File: src/rtl/dmem_store_ctrl_pkg.sv
// Shared types for the MEM-stage data-memory request path.
package dmem_store_ctrl_pkg;

  localparam int unsigned XLEN  = 32;
  localparam int unsigned MBE_W = 4;
  localparam int unsigned OFF_W = 2;

  typedef enum logic [1:0] {
    MEM_NONE  = 2'b00,
    MEM_LOAD  = 2'b01,
    MEM_STORE = 2'b10
  } mem_op_t;

  localparam logic [2:0] F3_SB = 3'b000;
  localparam logic [2:0] F3_SH = 3'b001;
  localparam logic [2:0] F3_SW = 3'b010;

  typedef enum logic [1:0] {
    IDLE = 2'b00,
    BUSY = 2'b01,
    DONE = 2'b10
  } dmem_state_t;

  // Request payload held toward the data cache for the whole access
  typedef struct packed {
    logic             read;
    logic             write;
    logic [XLEN-1:0]  address;
    logic [XLEN-1:0]  wdata;
    logic [MBE_W-1:0] mbe;
    logic [OFF_W-1:0] byte_off;
  } dmem_req_t;

endpackage

File: src/rtl/dmem_store_ctrl_store_align.sv
// Byte-mask, lane-shifted write data and alignment fault for one access.
module store_align
  import dmem_store_ctrl_pkg::*;
#(
  parameter bit ALIGN_CHECK = 1'b1
) (
  input  logic [2:0]       funct3,
  input  mem_op_t          mem_op,
  input  logic [OFF_W-1:0] off,
  input  logic [XLEN-1:0]  rs2_out,
  output logic [MBE_W-1:0] mbe,
  output logic [XLEN-1:0]  wdata,
  output logic             bad
);

  always_comb begin
    mbe   = '1;
    bad   = 1'b0;
    wdata = rs2_out << {off, 3'b000};
    if (mem_op == MEM_STORE) begin
      case (funct3)
        F3_SB:   mbe = MBE_W'(4'b0001) << off;
        F3_SH: begin
          mbe = MBE_W'(4'b0011) << off;
          bad = off[0];
        end
        default: bad = (off != 2'b00);
      endcase
    end else if (mem_op == MEM_LOAD) begin
      // Only word loads fault; sub-word extraction happens in writeback
      bad = (funct3 == F3_SW) && (off != 2'b00);
    end
    if (!ALIGN_CHECK) bad = 1'b0;
  end

endmodule

File: src/rtl/dmem_store_ctrl.sv
// MEM-stage data-cache request controller: issues one load/store, stalls until response.
module dmem_store_ctrl
  import dmem_store_ctrl_pkg::*;
#(
  parameter bit ALIGN_CHECK = 1'b1
) (
  input  logic             clk,
  input  logic             rst,
  input  logic             valid_mem,
  input  mem_op_t          mem_op,
  input  logic [2:0]       funct3,
  input  logic [XLEN-1:0]  alu_out,
  input  logic [XLEN-1:0]  rs2_out,
  input  logic             pipe_adv,
  input  logic             dmem_resp,
  input  logic [XLEN-1:0]  dmem_rdata,
  output logic             dmem_read,
  output logic             dmem_write,
  output logic [XLEN-1:0]  dmem_address,
  output logic [XLEN-1:0]  dmem_wdata,
  output logic [MBE_W-1:0] dmem_mbe,
  output logic             mem_stall,
  output logic [XLEN-1:0]  rdata_mem,
  output logic [OFF_W-1:0] byte_off,
  output logic             misaligned
);

  dmem_state_t      state_q, state_d;
  dmem_req_t        req_q, req_d;
  logic [XLEN-1:0]  rdata_q, rdata_d;
  logic [MBE_W-1:0] mbe_c;
  logic [XLEN-1:0]  wdata_c;
  logic             bad_c;
  logic             need_access;

  store_align #(.ALIGN_CHECK(ALIGN_CHECK)) u_align (
    .funct3  (funct3),
    .mem_op  (mem_op),
    .off     (alu_out[1:0]),
    .rs2_out (rs2_out),
    .mbe     (mbe_c),
    .wdata   (wdata_c),
    .bad     (bad_c)
  );

  assign need_access = valid_mem && (mem_op != MEM_NONE) && !bad_c;

  // Next state, next request payload and the combinational stall/fault flags
  always_comb begin
    state_d    = state_q;
    req_d      = req_q;
    rdata_d    = rdata_q;
    mem_stall  = 1'b0;
    misaligned = 1'b0;
    case (state_q)
      IDLE: begin
        if (need_access) begin
          req_d.read     = (mem_op == MEM_LOAD);
          req_d.write    = (mem_op == MEM_STORE);
          req_d.address  = {alu_out[XLEN-1:2], 2'b00};
          req_d.wdata    = wdata_c;
          req_d.mbe      = mbe_c;
          req_d.byte_off = alu_out[1:0];
          mem_stall      = 1'b1;
          state_d        = BUSY;
        end else if (valid_mem && bad_c) begin
          misaligned = 1'b1;
        end
      end
      BUSY: begin
        mem_stall = 1'b1;
        if (dmem_resp) begin
          if (req_q.read) rdata_d = dmem_rdata;
          req_d.read  = 1'b0;
          req_d.write = 1'b0;
          state_d     = DONE;
        end
      end
      DONE: begin
        // Wait for MEM/WB to take the result so the access is never reissued
        if (pipe_adv) state_d = IDLE;
      end
      default: state_d = IDLE;
    endcase
  end

  always_ff @(posedge clk) begin
    if (!rst) begin
      state_q <= IDLE;
      req_q   <= '0;
      rdata_q <= '0;
    end else begin
      state_q <= state_d;
      req_q   <= req_d;
      rdata_q <= rdata_d;
    end
  end

  assign dmem_read    = req_q.read;
  assign dmem_write   = req_q.write;
  assign dmem_address = req_q.address;
  assign dmem_wdata   = req_q.wdata;
  assign dmem_mbe     = req_q.mbe;
  assign byte_off     = req_q.byte_off;
  assign rdata_mem    = rdata_q;

endmodule

File: config.mk
export PLATFORM = sky130hd
export DESIGN_NAME = dmem_store_ctrl
export DESIGN_NICKNAME = d
export VERILOG_FILES = /design/src/rtl/dmem_store_ctrl_pkg.sv /design/src/rtl/dmem_store_ctrl_store_align.sv /design/src/rtl/dmem_store_ctrl.sv
export SDC_FILE = /design/constraint.sdc
export NUM_CORES = 1
export LEC_CHECK = 0
export ABC_AREA = 1
export BUFFER_PORTS_ARGS = -buffer_cell sky130_fd_sc_hd__clkbuf_2
export CORE_ASPECT_RATIO = 1.25
export CORE_MARGIN = 5
export CORE_UTILIZATION = 50
export DETAILED_ROUTE_END_ITERATION = 10
export GPL_ROUTABILITY_DRIVEN = 0
export PLACE_DENSITY = 0.91
export SYNTH_ARGS = -nofsm -noshare
export SYNTH_HDL_FRONTEND = slang
export SYNTH_SLANG_ARGS = --single-unit
File: constraint.sdc
create_clock -name clk -period 4.4 [get_ports clk]
set_clock_uncertainty 0.1 [all_clocks]
set_input_delay 0.66 -clock clk [delete_from_list [all_inputs] [get_ports clk]]
set_output_delay 0.66 -clock clk [all_outputs]
set_load 0.1 [all_outputs]
* Word level (Yosys, flattened, before mapping) *
Index checks and enable logic that the tools add are counted.
Widths: inputs -> output; s select.

cells by class
  multiplexer cells = 17
  reduce and logical (&&, ||, !) cells = 14
  shift-type cells = 3
  eq/ne operators = 9

operators by type and width
  cell                 number
  $mux 72              1
  $shl 32x5->32        1
  $reduce_and 3->1     3
  $mux 2               4
  $pmux 4 s2           1
  $mux 1               6
  $ne 2x2->1 const B   3
  $pmux 2 s3           1
  $reduce_bool 2->1    3
  $eq 2x1->1 const B   2
  $eq 2x2->1 const B   2
  $logic_and 1x1->1    4
  $mux 4               1
  $pmux 1 s2           2
  $pmux 2 s2           1
  $shl 1x2->4 const A  1
  $shl 2x2->4 const A  1
  $eq 3x1->1 const B   1
  $eq 3x2->1 const B   1
  $logic_not 3->1      1
  $logic_not 2->1      1
  $reduce_and 2->1     1
  $logic_not 1->1      1

word-level totals
  flip-flop bits (word level) = 104
  word-level logic and storage cells = 51
  output and inout bits = 106
  input bits = 106

* Longest topological paths before layout *
  depth in word-level cells = 8
  gate-level depth with buffers = 11
  mapped depth without buffers = 10

* Cells and area by module *
From an unflattened synthesis, not the netlist that was laid out.

unflattened totals
  cell total of the unflattened synthesis = 633
  area, all modules = 4535.6 µm²

by module, submodules not included
  module           cells an instance  times used  area each (µm²)  seq. area each (µm²)
  dmem_store_ctrl  472                1           3659.8           2082.0
  store_align      161                1           875.8            0.0

* Least setup slack after synthesis *
Ideal clock, no wire load.

  path kind = in2out
  start point = in alu_out[1]
  end point = out misaligned
  stages on the path = 7
  data arrival time = 2.466 ns
  path buffers = 1
  setup slack = 1.174 ns
  required time = 3.640 ns
  cell sequence = buf_4 inv_4 a21oi_2 nand2_1 nand2_1 nand2_1 nor2_1

between the ends
  cells in the longest elaborated chain, start to end = 8
  elaborated cells on any way between the ends = 11
  classes of those cells = mux: 6; reduce/logical: 5

ends and longest elaborated chain
  item                                                  RTL line                                                              text
  from (decl)                                           dmem_store_ctrl.sv:12                                                 input logic [XLEN-1:0] alu_out,
  $reduce_bool 2->1 *                                   dmem_store_ctrl_store_align.sv:27, dmem_store_ctrl_store_align.sv:31
  $logic_and 1x1->1                                     dmem_store_ctrl_store_align.sv:31                                     bad = (funct3 == F3_SW) && (off != 2'b00);
  $mux 1                                                dmem_store_ctrl_store_align.sv:29                                     end else if (mem_op == MEM_LOAD) begin
  $mux 1 *                                              dmem_store_ctrl_store_align.sv:20                                     if (mem_op == MEM_STORE) begin
  $logic_and 1x1->1 or $logic_not 1->1 (tied branches)  dmem_store_ctrl.sv:66, dmem_store_ctrl.sv:46
  $mux 1 or $logic_and 1x1->1 (tied branches)           dmem_store_ctrl.sv:66, dmem_store_ctrl.sv:46
  $mux 1 *                                              dmem_store_ctrl.sv:57                                                 if (need_access) begin
  $mux 1 *                                              dmem_store_ctrl.sv:55                                                 case (state_q)
  to (decl)                                             dmem_store_ctrl.sv:25                                                 output logic misaligned

Mark *: on every way between the ends. The rest lies on a longest branch, timed or not.

* Worst setup path after layout *
  start point = in alu_out[0]
  end point = out mem_stall

between the ends
  cells in the longest elaborated chain, start to end = 8
  elaborated cells on any way between the ends = 9
  classes of those cells = mux: 5; reduce/logical: 4

ends and longest elaborated chain
  item                 RTL line                                                              text
  $reduce_bool 2->1    dmem_store_ctrl_store_align.sv:27, dmem_store_ctrl_store_align.sv:31
  $logic_and 1x1->1    dmem_store_ctrl_store_align.sv:31
  $mux 1               dmem_store_ctrl_store_align.sv:29
  $mux 1 *             dmem_store_ctrl_store_align.sv:20
  $logic_not 1->1 *    dmem_store_ctrl.sv:46                                                 assign need_access = valid_mem && (mem_op != MEM_NONE) && !bad_c;
  $logic_and 1x1->1 *  dmem_store_ctrl.sv:46
  $mux 1 *             dmem_store_ctrl.sv:57
  $pmux 1 s2 *         dmem_store_ctrl.sv:55
  to (decl)            dmem_store_ctrl.sv:22                                                 output logic mem_stall,

Marks and branches as above.

==> qor.tcl <==
set qor(status) {completed}
set qor(drv_slew) 0
set qor(grt_setup_unrepaired) {no}
set qor(floorplan.core_area_um2) 8653
set qor(cts_resized) 0
set qor(timing.critical_path.required_ns) 3.64
set qor(global_route_wire_length_before_repair_um) 18420
set qor(power.share.switching) 0.3947
set qor(drv_cap) 0
set qor(antenna_found_initial) 0
set qor(netlist_top_cells_area) {sky130_fd_sc_hd__dfxtp_1, sky130_fd_sc_hd__nor2_1, sky130_fd_sc_hd__a21oi_1, sky130_fd_sc_hd__o21ai_0, sky130_fd_sc_hd__nand2_1}
set qor(numClockSinks) 104
set qor(crit_fanout) 38
set qor(post_cts.repair.setup_buffers) 0
set qor(rrSetupSlack_ns) 2.21
set qor(pwr-share-seq) 0.426
set qor(setup.worst_path.end) {mem_stall}
set qor(place.detailed.instances) 899
set qor(final_design_utilization) 0.6456
set qor(hold_violations) 0
set qor(critPathKind) {input port to output port}
set qor(synth_largest_area_cell) {sky130_fd_sc_hd__dfxtp_1}
set qor(routed_via_density) 4.827
set qor(tritoncts) {done}
set qor(post_cts_hold_buffers) 0
set qor(critPathLaunch) {alu_out[0]}
set qor(port_buffers) 209
set qor(finish.cell_count_without_fillers) 913
set qor(synth_cells) 611
set qor(starting_density_of_the_core) 0.5090
set qor(power_report.internal_total_uw) 1465
set qor(net-switching-power_uw) 955.2
set qor(postRouteAntennaNets) 0
set qor(cts_buffer_depth) 2
set qor(hold_path_class) {register to register}
set qor(finalCriticalPeriod_ns) 3.210
set qor(ir_drop_uv) 192.6
set qor(clock_tree.htree_level_count) 3
set qor(critical_path.reg2reg.endpoint) {dmem_wdata[16]$_SDFFE_PN0P_}
set qor(global_route.overflow_total) 0
set qor(cts_inserted_buffers) 9
set qor(die_area_um2) 10800
set qor(slew_headroom) 0.2202
set qor(total_standard_cell_area_after_synthesis_um2) 4404
set qor(setup.worst_path.start_class) {input port}
set qor(fp-row-count) 38
set qor(synth-warning-count) 0
set qor(synthArstFlopShare) 0
set qor(drt_first_pass_iters) 5
set qor(p_leak_uw) 0.002693
set qor(gr-usage-all-layers) 0.2133
set qor(timing.critical_path.arrival_ns) 2.45
set qor(route.vias.total) 4407
set qor(antenna_fix_cells) 0
set qor(power.share.clock) 0.260
set qor(die_h_um) 114.9
set qor(die_w_um) 93.95
set qor(synth_sequential_area_ratio) 0.4727
set qor(worstReg2RegStart) {state_q[1]$_SDFFE_PN0P_}
set qor(power.density_cell_area_nw_per_um2) 433.2
set qor(grt_start_max_net_pins) 129
set qor(num_io_pins) 212
set qor(postSynthRegisterBits) 104
set qor(synth_top_cell_area_share) 0.4727
set qor(detail_route.wl_per_cell_um) 13.14
set qor(final_layout_size_suffix_gt1_frac) 0.2989
set qor(route.detailed.drc) 0
set qor(clk_root_buffer_cell) {sky130_fd_sc_hd__clkbuf_8}
set qor(syn2layout_area_growth_pct) 26.85
set qor(synth_unique_cells) 29
set qor(worst_setup_hold_path_clk_slew_ns) 0.09
set qor(fin_nets) 896
set qor(p_comb_frac) 0.314
set qor(setup_viol_count_final) 0
set qor(drt_iter0_markers) 175
set qor(end_kind) {output port}
set qor(max_clock_freq_ghz) 0.3115
set qor(synth_area_per_cell_um2) 7.208
set qor(synthMostInstantiatedCell) {sky130_fd_sc_hd__nor2_1}
set qor(post-dp-hpwl_um) 8976
set qor(totalNegativeSetupSlack_ns) 0
set qor(detail_route.wirelength_um) 12000
set qor(synth_edf_count) 0
set qor(commonest_cells_post_synth) {sky130_fd_sc_hd__nor2_1, sky130_fd_sc_hd__dfxtp_1, sky130_fd_sc_hd__a21oi_1}
set qor(final.period_utilization) 0.7295
set qor(grt_pass1_vias) 3892
set qor(worst_pin_slew_ns) 1.170
set qor(synth_flop_cell) {sky130_fd_sc_hd__dfxtp_1}
set qor(worst_reg2reg_path_depth) 6
set qor(worstSkewPairLatency_ns) 0.35
[final cells by class]
| type | instances | area, um2 |
|---|---|---|
| clock buffer | 10 | 137.6 |
| tap | 120 | 150.1 |
| inverter | 70 | 265.3 |
| timing repair buffer | 212 | 1069 |
| multi-input combinational | 393 | 1813 |
| clock inverter | 4 | 70.07 |
| fill | 807 | 3067 |
| sequential | 104 | 2082 |
[cell usage in the layout, fill, tap and decap left out, drive strengths merged]
cell type,synthesis,layout
bufinv,0,2
clkinv,0,2
buf,23,3
o21bai,4,4
conb,1,2
a21oi,74,74
o211ai,3,3
o21ai,97,97
o22ai,7,7
inv,70,70
nand3,19,19
or2,2,2
nand2,71,71
a211oi,1,1
nor3,1,1
clkbuf,22,219
nand4,3,3
nand3b,1,1
nor2,108,108
dfxtp,104,104
[state kept, by name (all words and copies together), names as in the netlist]
register and flops:
dmem_wdata 32, rdata_mem 32, dmem_address 30, dmem_mbe 4, byte_off 2, state_q 2
dmem_read 1, dmem_write 1
[worst min-delay path by stage]
stage | startpoint | to | slack, ns | cells past startpoint
CTS | dmem_address[8]$_SDFFE_PN0P_ | dmem_address[8]$_SDFFE_PN0P_ | 0.35 | 2
global placement | dmem_address[18]$_SDFFE_PN0P_ | dmem_address[18]$_SDFFE_PN0P_ | 0.33 | 2
finish | dmem_address[19]$_SDFFE_PN0P_ | dmem_address[19]$_SDFFE_PN0P_ | 0.35 | 2
floorplan | state_q[1]$_SDFFE_PN0P_ | state_q[1]$_SDFFE_PN0P_ | 0.37 | 2
global route | dmem_address[11]$_SDFFE_PN0P_ | dmem_address[11]$_SDFFE_PN0P_ | 0.36 | 2
detailed placement | dmem_address[8]$_SDFFE_PN0P_ | dmem_address[8]$_SDFFE_PN0P_ | 0.34 | 2
[through the flow]
step | setup WS [ns] | hold WS, ns | total power (uW) | area, um2
after global routing | 1.032 | 0.3591 | 2526 | 5587
after CTS | 1.175 | 0.3491 | 2437 | 5587
after floorplan | 1.174 | 0.3704 | 1684 | 4408
after global placement | 1.163 | 0.3315 | 1807 | 5379
after detailed placement | 1.099 | 0.3355 | 1814 | 5379
final | 1.190 | 0.3465 | 2420 | 5587
[power groups by stage]
stage               registers, uW  clock network, uW  logic [uW]
floorplan                    1470                  0         213
global placement             1050                  0         755
detailed placement           1050                  0         761
CTS                          1030                642         763
global route                 1040                685         802
finish                       1030                629         759
[per-layer routing]
layer | GRT usage | share of wire | wire (um)
met1 | 0.2635 | 0.40 | 4838
met2 | 0.3548 | 0.49 | 5833
met3 | 0.04516 | 0.077 | 922
met4 | 0.09923 | 0.033 | 400
met5 | 0 | 0 | 0
[kinds of logic (layout without fill, tap and decap cells)]
group,after synthesis,after routing,share of synthesized area
compound gates,186,186,0.2187
flops,104,104,0.4727
other cells,1,2,0.0008515
simple gates,205,205,0.1892
buf+inv,115,296,0.1185
[critical path: stages]
cell	delay [ns]
sky130_fd_sc_hd__clkbuf_2	0.26
sky130_fd_sc_hd__inv_2	0.49
sky130_fd_sc_hd__nand2_2	0.18
sky130_fd_sc_hd__nand4_2	0.17
sky130_fd_sc_hd__nand4_4	0.11
sky130_fd_sc_hd__nand2_1	0.10
sky130_fd_sc_hd__clkbuf_2	0.47
No activity file was read; power rests on OpenSTA's default activity.
